**config.mk**
```make
export PLATFORM = sky130hd
export DESIGN_NAME = seg_display_capture
export DESIGN_NICKNAME = d
export VERILOG_FILES = /design/src/rtl/seven_seg_pkg.sv /design/src/rtl/seg_glyph_decode.sv /design/src/rtl/seg_display_capture.sv
export SDC_FILE = /design/constraint.sdc
export NUM_CORES = 1
export LEC_CHECK = 0
export CAP_MARGIN = 20
export CORE_MARGIN = 10
export CORE_UTILIZATION = 50
export CTS_CLUSTER_DIAMETER = 120
export DETAILED_ROUTE_END_ITERATION = 10
export PLACE_DENSITY = 0.73
export SYNTH_ARGS = -nofsm -noshare
export SYNTH_HDL_FRONTEND = slang
export SYNTH_HIERARCHICAL = 1
export SYNTH_SLANG_ARGS = --single-unit
```
**constraint.sdc**
```tcl
create_clock -name clk -period 2.3 [get_ports clk]
set_input_delay 0.46 -clock clk [delete_from_list [all_inputs] [get_ports clk]]
set_output_delay 0.46 -clock clk [all_outputs]
set_load 0.005 [all_outputs]
```
**src/rtl/seven_seg_pkg.sv**
```systemverilog
// ---------------------------------------------------------------------------
// seven_seg_pkg
// Shared seven-segment definitions used by the display driver and by the
// seg_display_capture read-back monitor.
//   SEG_A..SEG_G : bit index of each segment within a 7-bit pattern
//   GLYPH_0..F   : active-high abcdefg patterns for the 16 hex glyphs
//   GLYPH_TABLE  : the glyphs indexed by the nibble they represent
//   NUM_DIGITS   : digits on the multiplexed display
//   is_onehot4   : helper used to qualify the anode select
// ---------------------------------------------------------------------------
package seven_seg_pkg;

  localparam int NUM_DIGITS = 4;

  localparam int SEG_A = 0;
  localparam int SEG_B = 1;
  localparam int SEG_C = 2;
  localparam int SEG_D = 3;
  localparam int SEG_E = 4;
  localparam int SEG_F = 5;
  localparam int SEG_G = 6;

  localparam logic [6:0] SA = 7'(1 << SEG_A);
  localparam logic [6:0] SB = 7'(1 << SEG_B);
  localparam logic [6:0] SC = 7'(1 << SEG_C);
  localparam logic [6:0] SD = 7'(1 << SEG_D);
  localparam logic [6:0] SE = 7'(1 << SEG_E);
  localparam logic [6:0] SF = 7'(1 << SEG_F);
  localparam logic [6:0] SG = 7'(1 << SEG_G);

  localparam logic [6:0] GLYPH_0 = SA | SB | SC | SD | SE | SF;
  localparam logic [6:0] GLYPH_1 = SB | SC;
  localparam logic [6:0] GLYPH_2 = SA | SB | SD | SE | SG;
  localparam logic [6:0] GLYPH_3 = SA | SB | SC | SD | SG;
  localparam logic [6:0] GLYPH_4 = SB | SC | SF | SG;
  localparam logic [6:0] GLYPH_5 = SA | SC | SD | SF | SG;
  localparam logic [6:0] GLYPH_6 = SA | SC | SD | SE | SF | SG;
  localparam logic [6:0] GLYPH_7 = SA | SB | SC;
  localparam logic [6:0] GLYPH_8 = SA | SB | SC | SD | SE | SF | SG;
  localparam logic [6:0] GLYPH_9 = SA | SB | SC | SD | SF | SG;
  localparam logic [6:0] GLYPH_A = SA | SB | SC | SE | SF | SG;
  localparam logic [6:0] GLYPH_B = SC | SD | SE | SF | SG;
  localparam logic [6:0] GLYPH_C = SA | SD | SE | SF;
  localparam logic [6:0] GLYPH_D = SB | SC | SD | SE | SG;
  localparam logic [6:0] GLYPH_E = SA | SD | SE | SF | SG;
  localparam logic [6:0] GLYPH_F = SA | SE | SF | SG;

  localparam logic [6:0] GLYPH_TABLE [16] = '{
    GLYPH_0, GLYPH_1, GLYPH_2, GLYPH_3, GLYPH_4, GLYPH_5, GLYPH_6, GLYPH_7,
    GLYPH_8, GLYPH_9, GLYPH_A, GLYPH_B, GLYPH_C, GLYPH_D, GLYPH_E, GLYPH_F
  };

  // True when exactly one bit is set.
  function automatic logic is_onehot4(input logic [3:0] v);
    return (v != 4'd0) && ((v & (v - 4'd1)) == 4'd0);
  endfunction

endpackage

```
**src/rtl/seg_glyph_decode.sv**
```systemverilog
// ---------------------------------------------------------------------------
// seg_glyph_decode
// Purely combinational: active-high abcdefg pattern -> hex nibble.
//   pattern : 7-bit active-high segment pattern (bit0 = a)
//   nibble  : decoded value, 0 when the pattern is not a hex glyph
//   err     : 1 when the pattern matches none of the 16 glyphs
// ---------------------------------------------------------------------------
module seg_glyph_decode
  import seven_seg_pkg::*;
(
  input  logic [6:0] pattern,
  output logic [3:0] nibble,
  output logic       err
);

  logic [15:0] match;

  generate
    for (genvar gi = 0; gi < 16; gi++) begin : g_match
      assign match[gi] = (pattern == GLYPH_TABLE[gi]);
    end
  endgenerate

  // Glyphs are all distinct, so at most one match bit is set and OR-ing
  // the matching indices yields the nibble directly.
  always_comb begin
    nibble = 4'd0;
    for (int i = 0; i < 16; i++) begin
      if (match[i]) nibble = nibble | 4'(i);
    end
  end

  assign err = ~|match;

endmodule

```
**src/rtl/seg_display_capture.sv**
```systemverilog
// ---------------------------------------------------------------------------
// seg_display_capture
// Reads back a time-multiplexed 4-digit common-anode seven-segment bus and
// recovers the displayed hex value as a frame on a valid/ready output.
//   clk, rst_n  : clock, asynchronous active-low reset
//   an_n[3:0]   : digit enables, active low, digit 0 least significant
//   seg_n[6:0]  : segments, active low, bit0 = a ... bit6 = g
//   out_value   : captured frame, nibble i = digit i
//   out_err     : bit i set when digit i was not a legal hex glyph
//   out_valid / out_ready : frame handshake
//   overrun     : one-cycle pulse when a completed frame is dropped
// Optional feature (macro SEG_CAPTURE_DP_EN):
//   dp_n        : decimal point, active low, part of the stability check
//   out_dp[3:0] : captured decimal point per digit (1 = lit)
// Parameter STABLE_CYCLES (1..255): identical samples needed to capture.
// ---------------------------------------------------------------------------
module seg_display_capture
  import seven_seg_pkg::*;
#(
  parameter int STABLE_CYCLES = 4
) (
  input  logic        clk,
  input  logic        rst_n,
  input  logic [3:0]  an_n,
  input  logic [6:0]  seg_n,
`ifdef SEG_CAPTURE_DP_EN
  input  logic        dp_n,
  output logic [3:0]  out_dp,
`endif
  output logic [15:0] out_value,
  output logic [3:0]  out_err,
  output logic        out_valid,
  input  logic        out_ready,
  output logic        overrun
);

  localparam logic [7:0] RUN_MAX = 8'(STABLE_CYCLES);

`ifdef SEG_CAPTURE_DP_EN
  localparam int SAMPLE_W = 12;
  logic [SAMPLE_W-1:0] sample;
  assign sample = {dp_n, an_n, seg_n};
`else
  localparam int SAMPLE_W = 11;
  logic [SAMPLE_W-1:0] sample;
  assign sample = {an_n, seg_n};
`endif

  logic [SAMPLE_W-1:0]   prev_reg;
  logic [7:0]            run_reg;
  logic [7:0]            run_next;
  logic                  capture;
  logic [NUM_DIGITS-1:0] sel;
  logic                  eligible;
  logic                  sample_differs;
  logic [3:0]            dec_nibble;
  logic                  dec_err;

  logic [NUM_DIGITS-1:0] mask_reg;
  logic [NUM_DIGITS-1:0] mask_next;
  logic                  frame_complete;

  logic [3:0]            frame_nib_reg [NUM_DIGITS];
  logic                  frame_err_reg [NUM_DIGITS];
  logic [15:0]           frame_value;
  logic [3:0]            frame_err;

  logic [15:0]           out_value_reg;
  logic [3:0]            out_err_reg;
  logic                  out_valid_reg;
  logic                  overrun_reg;

  assign sel            = ~an_n;
  assign eligible       = is_onehot4(sel);
  assign sample_differs = (sample != prev_reg);

  // Run counter and capture strobe. A capture fires only on the edge where
  // the run first reaches RUN_MAX; a saturated run that stays equal never
  // re-fires, while a fresh run may capture immediately when RUN_MAX is 1.
  always_comb begin
    run_next = 8'd0;
    capture  = 1'b0;
    if (eligible) begin
      if (sample_differs)
        run_next = 8'd1;
      else if (run_reg != RUN_MAX)
        run_next = run_reg + 8'd1;
      else
        run_next = run_reg;
      capture = (run_next == RUN_MAX) && (sample_differs || (run_reg != RUN_MAX));
    end
  end

  always_ff @(posedge clk or negedge rst_n) begin
    if (!rst_n) begin
      prev_reg <= '1;
      run_reg  <= 8'd0;
    end else begin
      prev_reg <= sample;
      run_reg  <= run_next;
    end
  end

  seg_glyph_decode u_decode (
    .pattern (~seg_n),
    .nibble  (dec_nibble),
    .err     (dec_err)
  );

  // Completion is seen one cycle after the last capture; in that cycle the
  // mask clears while still accepting a capture belonging to the next frame.
  assign frame_complete = (mask_reg == '1);

  always_comb begin
    mask_next = frame_complete ? '0 : mask_reg;
    if (capture) mask_next = mask_next | sel;
  end

  always_ff @(posedge clk or negedge rst_n) begin
    if (!rst_n) mask_reg <= '0;
    else        mask_reg <= mask_next;
  end

  // Working frame, one slot per digit; a re-capture simply overwrites.
  generate
    for (genvar gi = 0; gi < NUM_DIGITS; gi++) begin : g_digit
      always_ff @(posedge clk or negedge rst_n) begin
        if (!rst_n) begin
          frame_nib_reg[gi] <= 4'd0;
          frame_err_reg[gi] <= 1'b0;
        end else if (capture && sel[gi]) begin
          frame_nib_reg[gi] <= dec_nibble;
          frame_err_reg[gi] <= dec_err;
        end
      end
      assign frame_value[gi*4 +: 4] = frame_nib_reg[gi];
      assign frame_err[gi]          = frame_err_reg[gi];
    end
  endgenerate

`ifdef SEG_CAPTURE_DP_EN
  logic [NUM_DIGITS-1:0] frame_dp_reg;
  logic [NUM_DIGITS-1:0] out_dp_reg;

  always_ff @(posedge clk or negedge rst_n) begin
    if (!rst_n) frame_dp_reg <= '0;
    else if (capture) frame_dp_reg <= (frame_dp_reg & ~sel) | (sel & {NUM_DIGITS{~dp_n}});
  end

  always_ff @(posedge clk or negedge rst_n) begin
    if (!rst_n) out_dp_reg <= '0;
    else if (frame_complete && (!out_valid_reg || out_ready)) out_dp_reg <= frame_dp_reg;
  end

  assign out_dp = out_dp_reg;
`endif

  // Single-entry output buffer. It may reload in the same cycle it is
  // being emptied, so back-to-back frames never see a spurious overrun.
  always_ff @(posedge clk or negedge rst_n) begin
    if (!rst_n) begin
      out_value_reg <= 16'd0;
      out_err_reg   <= 4'd0;
      out_valid_reg <= 1'b0;
      overrun_reg   <= 1'b0;
    end else begin
      overrun_reg <= 1'b0;
      if (frame_complete) begin
        if (!out_valid_reg || out_ready) begin
          out_value_reg <= frame_value;
          out_err_reg   <= frame_err;
          out_valid_reg <= 1'b1;
        end else begin
          overrun_reg <= 1'b1;
        end
      end else if (out_valid_reg && out_ready) begin
        out_valid_reg <= 1'b0;
      end
    end
  end

  assign out_value = out_value_reg;
  assign out_err   = out_err_reg;
  assign out_valid = out_valid_reg;
  assign overrun   = overrun_reg;

endmodule

```
After elaboration in Yosys (flattened, before gate mapping)

Index checks and enable logic that the tools add are counted.

Logic and storage cells: 86
Register bits after elaboration: 65
Output and inout bits: 22
Input bits: 14

Reductions and logical operators: 17
Add/subtract/negate cells: 2
Multiplexer cells: 27
Bitwise logic cells: 4
Equal/unequal tests: 21

Operator list:

| kind                                                   | number |
|---|---|
| equality test 7 bit (second input constant)            | 12 |
| 2-to-1 mux 4 bit                                       | 10 |
| 2-to-1 mux 8 bit                                       | 4 |
| OR reduction 16 bit                                    | 1 |
| equality test 7 x 3 -> 1 bit (second input constant)   | 2 |
| equality test 7 x 6 -> 1 bit (second input constant)   | 2 |
| 2-to-1 mux 3 bit                                       | 4 |
| inequality test 11 bit                                 | 1 |
| adder 8 x 1 -> 8 bit (second input constant)           | 1 |
| equality test 8 x 3 -> 1 bit (second input constant)   | 1 |
| inequality test 8 x 3 -> 1 bit (second input constant) | 1 |
| logical AND 1 bit                                      | 7 |
| 2-to-1 mux 1 bit                                       | 7 |
| NOT 7 bit                                              | 1 |
| AND 4 bit                                              | 1 |
| equality test 4 bit (second input constant)            | 1 |
| zero test 4 bit                                        | 1 |
| 2-to-1 mux 2 bit                                       | 2 |
| NOT 4 bit                                              | 1 |
| bitwise OR 4 bit                                       | 1 |
| AND reduction 2 bit                                    | 2 |
| nonzero test 4 bit                                     | 1 |
| subtractor 4 x 1 -> 4 bit (second input constant)      | 1 |
| zero test 1 bit                                        | 2 |
| other kinds (3)                                        | 4 |

Logic depth before layout (Yosys ltp)

Depth after elaboration: 17
Gate-level depth with buffers: 7
Gate-level depth less buffers: 6

By module

The synthesis kept the hierarchy.

By module, submodules not included:

| module              | area each (sq um) | seq. area each (sq um) | cells each | instances |
|---|---|---|---|---|
| seg_display_capture | 2666.3            | 1640.3                 | 197        | 1 |
| seg_glyph_decode    | 335.3             | 0.0                    | 49         | 1 |

Least setup slack after synthesis

OpenSTA, ideal clock, no wires.

Path type: reg-to-reg
Start point: register prev_reg[1]
End point: register frame_err_reg, in the netlist frame_err[0]
Period minus slack after synthesis: 1.899 ns
Data required time: 2.175 ns
Setup time: 0.125 ns
Slack: 0.401 ns
Arrival: 1.774 ns
Path buffers: 0
Cell stages (with the launch flop): 6
Cells stage by stage: dfstp_2 -> xnor2_1 -> nand4_1 -> a2111oi_4 -> nand4_1 -> mux2_2

Longest elaborated chain between the ends: 7
Elaborated cells between the ends (all ways): 8
Those cells by class: eq/ne (2); mux (3); reduce/logical (3)

Ends and longest elaborated chain:

| what                          | line                       | source |
|---|---|---|
| start, declared               | seg_display_capture.sv:49  | `logic [SAMPLE_W-1:0] prev_reg;` |
| start signal, assigned        | seg_display_capture.sv:99  | `prev_reg <= sample;` |
| inequality test 11 bit (*)    | seg_display_capture.sv:75  | `assign sample_differs = (sample != prev_reg);` |
| 2-to-1 mux 8 bit              | seg_display_capture.sv:84  | `if (sample_differs)` |
| 2-to-1 mux 8 bit              | seg_display_capture.sv:83  | `if (eligible) begin` |
| equality test 8 x 3 -> 1 bit  | seg_display_capture.sv:90  | `capture = (run_next == RUN_MAX) && (sample_differs \|\| (run_reg != RUN_MAX));` |
| logical AND 1 bit (*)         | seg_display_capture.sv:90  |  |
| 2-to-1 mux 1 bit (*)          | seg_display_capture.sv:83  |  |
| logical AND 1 bit (*)         | seg_display_capture.sv:131 | `end else if (capture && sel[gi]) begin` |
| end signal, assigned by index | seg_display_capture.sv:133 | `frame_err_reg[gi] <= dec_err;` |
| end, declared                 | seg_display_capture.sv:64  | `logic frame_err_reg [NUM_DIGITS];` |

Every way passes the cells marked *; elsewhere a longest branch is shown, timed or not. The select of a mux whose other input is x is not followed.
A chain may end at the register's enable or synchronous reset.

Worst setup path in the final report

Start point: input seg_n[4]
End point: register frame_nib_reg[4] (netlist name)

Longest elaborated chain between the ends: 17
Elaborated cells between the ends (all ways): 32
Those cells by class: eq/ne (10); mux (18); bitwise (1); reduce/logical (3)

Ends and longest elaborated chain:

| what                           | line                       | source |
|---|---|---|
| start, declared                | seg_display_capture.sv:25  | `input logic [6:0] seg_n,` |
| NOT 7 bit                      | seg_display_capture.sv:105 | `.pattern (~seg_n),` |
| equality test 7 x 3 -> 1 bit   | seg_glyph_decode.sv:20     | `assign match[gi] = (pattern == GLYPH_TABLE[gi]);` |
| 2-to-1 mux 1 bit               | seg_glyph_decode.sv:29     | `if (match[i]) nibble = nibble \| 4'(i);` |
| 2-to-1 mux 2 bit (2 in series) | seg_glyph_decode.sv:29     |  |
| 2-to-1 mux 3 bit (4 in series) | seg_glyph_decode.sv:29     |  |
| 2-to-1 mux 4 bit (8 in series) | seg_glyph_decode.sv:29     |  |
| end signal, assigned by index  | seg_display_capture.sv:132 | `frame_nib_reg[gi] <= dec_nibble;` |
| end, declared                  | seg_display_capture.sv:63  | `logic [3:0] frame_nib_reg [NUM_DIGITS];` |

Parallel ways exist; a longest one is shown, timed or not. The select of a mux whose other input is x is not followed.

==> impl_metrics.csv <==
group,metric,value,unit
pwr,combPwrFrac,0.072,
clock_network,clkSinkCount,65,
min_path,worstHoldPathType,"in2async",
clock_network,cts_hold_buf,0,
timing,finalWorstSetupSlack,0.166,ns
drt,wl,6250,um
worst_setup_path,crit_arrival,2.35,ns
place,dpl_cell_area,3660,um2
worst_setup_path,slowest_delay,0.47,ns
die,std_cell_rows,28,
synth,synth_flop_cell,"dfrtp_1",
final_layout,final_core_util,0.671,
worst_setup_path,cp_cell_sequence,"clkdlybuf4s50_1 -> buf_4 -> xnor2_1 -> nand4_1 -> a2111oi_4 -> nand4_1 -> buf_6 -> mux2_2",
synth,ys_types,47,
global_routing,grt_use_total,0.137,
clock_network,cts_buffers,9,
die,pin_count,36,
drt,wl_met2,3190,um
worst_setup_path,crit_buf_inv,3,
place,post-place-ws,-0.371,ns
global_routing,antenna_found_initial,0,
pwr,intPower,0.00200,W
timing,min_period,2.13,ns
final_layout,syn_to_final_growth,31.5,%
pwr,vdd_drop_max,0.480,mV
run,maxCapViolCount,0,
drt,vias_per_cell,5.37,
drt,top_layer,"met4",
pwr,clkPwrFrac,0.464,
final_layout,regArea,1640,um2
synth,synth_top_area_frac,0.450,
worst_setup_path,critical-path-top-delay-family,"buffers and inverters",
pwr,p_total,0.00252,W
synth,yosysTopAreaCell,"dfrtp_1",
clock_network,path_clk_slew,0.07,ns
timing,finalClockSkew,0.00853,ns
synth,syn_inst,246,
drt,wl_met1,2730,um
place,gp_congestion,0.843,
clock_network,postCtsSetupBuffers,0,
timing,slew_viol_final,0,
drt,ant_nets,0,
worst_setup_path,cp_data_required_time,2.51,ns
synth,ys_async_sr_fraction,1.00,
clock_network,worstSkewPairLatency,0.33,ns
worst_setup_path,cp-end-kind,"flip-flop",
timing,period_share,0.928,
worst_setup_path,worstPathMaxFanout,6,
final_layout,multiInputGateArea,1310,um2
timing,rsz0062_at_grt,"false",
global_routing,grt_max_degree,27,
synth,synth-edff-count,0,
final_layout,drive_above_1_share,0.340,
worst_setup_path,critPathKind,"in2reg",
timing,hold_viol,0,
final_layout,layout.nets,335,
worst_setup_path,startpoint_type,"input pin",
global_routing,grt_pass1_wl,11000,um
die,die_h,97.5,um
synth,synth-seq-cells,65,
pwr,p_per_area,638,nW/um2
drt,drc,0,
clock_network,cts_tree,"built",
synth,ys.warnings.count,6,
timing,worst_pin_slew,0.542,ns
die,core,5890,um2
timing,slew_headroom,0.636,
die,initial_core_util,0.510,
synth,synth_area_per_cell,12.2,um2
pwr,p_seq_frac,0.464,
die,dieWidth,97.5,um
pwr,p_sw_frac,0.205,
place,dp_hpwl,4500,um
timing,tns,0,ns
global_routing,grt_overflow,0,
drt,detail_route.first_pass.iterations,4,
worst_setup_path,crit_path_top_delay_cell,"clkdlybuf4s50_1",
worst_setup_path,path_common_cell,"nand4_1",
pwr,power.switching,0.000517,W
final_layout,diodes,0,
synth,syn-cell-area,3000,um2
synth,seq_area_frac_synth,0.546,
drt,via_count,2141,
clock_network,ctsHtreeMaxLevel,3,
drt,wl_met3,279,um
global_routing,grt_pass1_vias,2311,
timing,finalSetupViolations,0,
clock_network,cts-root-buf,"clkbuf_8",
die,die-area,9500,um2
synth,syn_nets,262,
place,io_buffers,35,
outcome,outcome,"complete, no violations",
drt,wl_per_cell,15.7,um
drt,drtIter0Drc,103,
final_layout,final_cell_area,3950,um2
synth,synth_area_leaders,"dfrtp_1 45%, mux2_2 15%, dfstp_2 9.6%, xnor2_1 3.8%, nand2_1 2.1%",
timing,clock.fmax,0.469,GHz
pwr,p_leak,1.90,nW
worst_setup_path,rrSetupSlack,0.22,ns
final_layout,nFillCells,442,
clock_network,clockBufferDepth,2,
==> path summary, 6_finish.rpt <==
kind / cells past startpoint / startpoint / end
max: 8 / seg_n[4] / frame_nib_reg[4]
min: 1 / rst_n / run_reg[1]
max reg2reg: 7 / run_reg[0] / frame_nib_reg[4]
min reg2reg: 2 / mask_reg[0] / mask_reg[0]
max in group asynchronous: 2 / rst_n / frame_nib_reg[15]
min in group clk: 1 / seg_n[1] / prev_reg[1]
==> Yosys cell counts (all sizes together) (2+ instances only) <==
master,instances
a211oi,2
a21oi,3
a41o,2
and2b,2
and3,2
buf,8
dfrtp,54
dfstp,11
ha,2
inv,9
mux2,40
nand2,17
nand2b,4
nand3,8
nand3b,2
nand4,9
nand4b,3
nor2,13
nor2b,2
nor3,7
nor4,3
o211ai,3
o22ai,3
or3,2
or3b,2
xnor2,13
xor2,6
==> power by group through the flow <==
stage / clock (W) / combinational (W) / sequential [W]
after global placement: 0 / 0.000176 / 0.00119
after CTS: 0.00119 / 0.000179 / 0.00117
after floorplan: 0 / 0.0000794 / 0.00119
after detailed placement: 0 / 0.000177 / 0.00119
after global routing: 0.00125 / 0.000200 / 0.00117
final: 0.00117 / 0.000180 / 0.00117
==> final cells by class <==
cell class                      count  share of cell area
Sequential cell                    65               0.416
Multi-Input combinational cell    164               0.331
Tap cell                           75              0.0238
Clock inverter                      4              0.0250
Clock buffer                       12              0.0368
Timing Repair Buffer               70               0.159
Inverter                            9             0.00856
==> placed cells by master, fill, tap and decap left out, types with 10 or more instances in the layout <==
cell type,count
nand2_1,17
buf_4,34
xnor2_1,13
dfstp_2,11
clkdlybuf4s50_1,27
nor2_1,13
mux2_2,40
clkbuf_8,10
dfrtp_1,54
==> per-stage QoR <==
step                instances  hold slack (ns)
floorplan                 246            0.164
global placement          383            0.437
detailed placement        383            0.435
CTS                       399           0.0802
global route              399           0.0931
finish                    399           0.0750
==> kinds of logic (layout without fill, tap and decap cells) <==
kind of cell               count (synthesis)  in the layout  share of synthesized area
xor gates and xnor gates                  19             19                     0.0554
adders and majority gates                  2              2                    0.00834
and+or+nand+nor                           82             82                      0.151
buffers and inverters                     17             95                     0.0267
AOI/OAI and AO/OA                         20             20                     0.0588
muxes                                     41             41                      0.153
DFF                                       65             65                      0.546
==> metal layers <==
metal	GRT usage	vias to the layer above
li1	-	1028
met1	0.169	1048
met2	0.226	59
met3	0.0363	6
met4	0.0481	0
met5	0	-
==> timing repair <==
item                       in CTS  in global routing
pin swaps                       0                  4
setup endpoints to repair       4                 20
gates resized for setup         1                 11
Note: power is estimated with default switching activity, not from simulation.
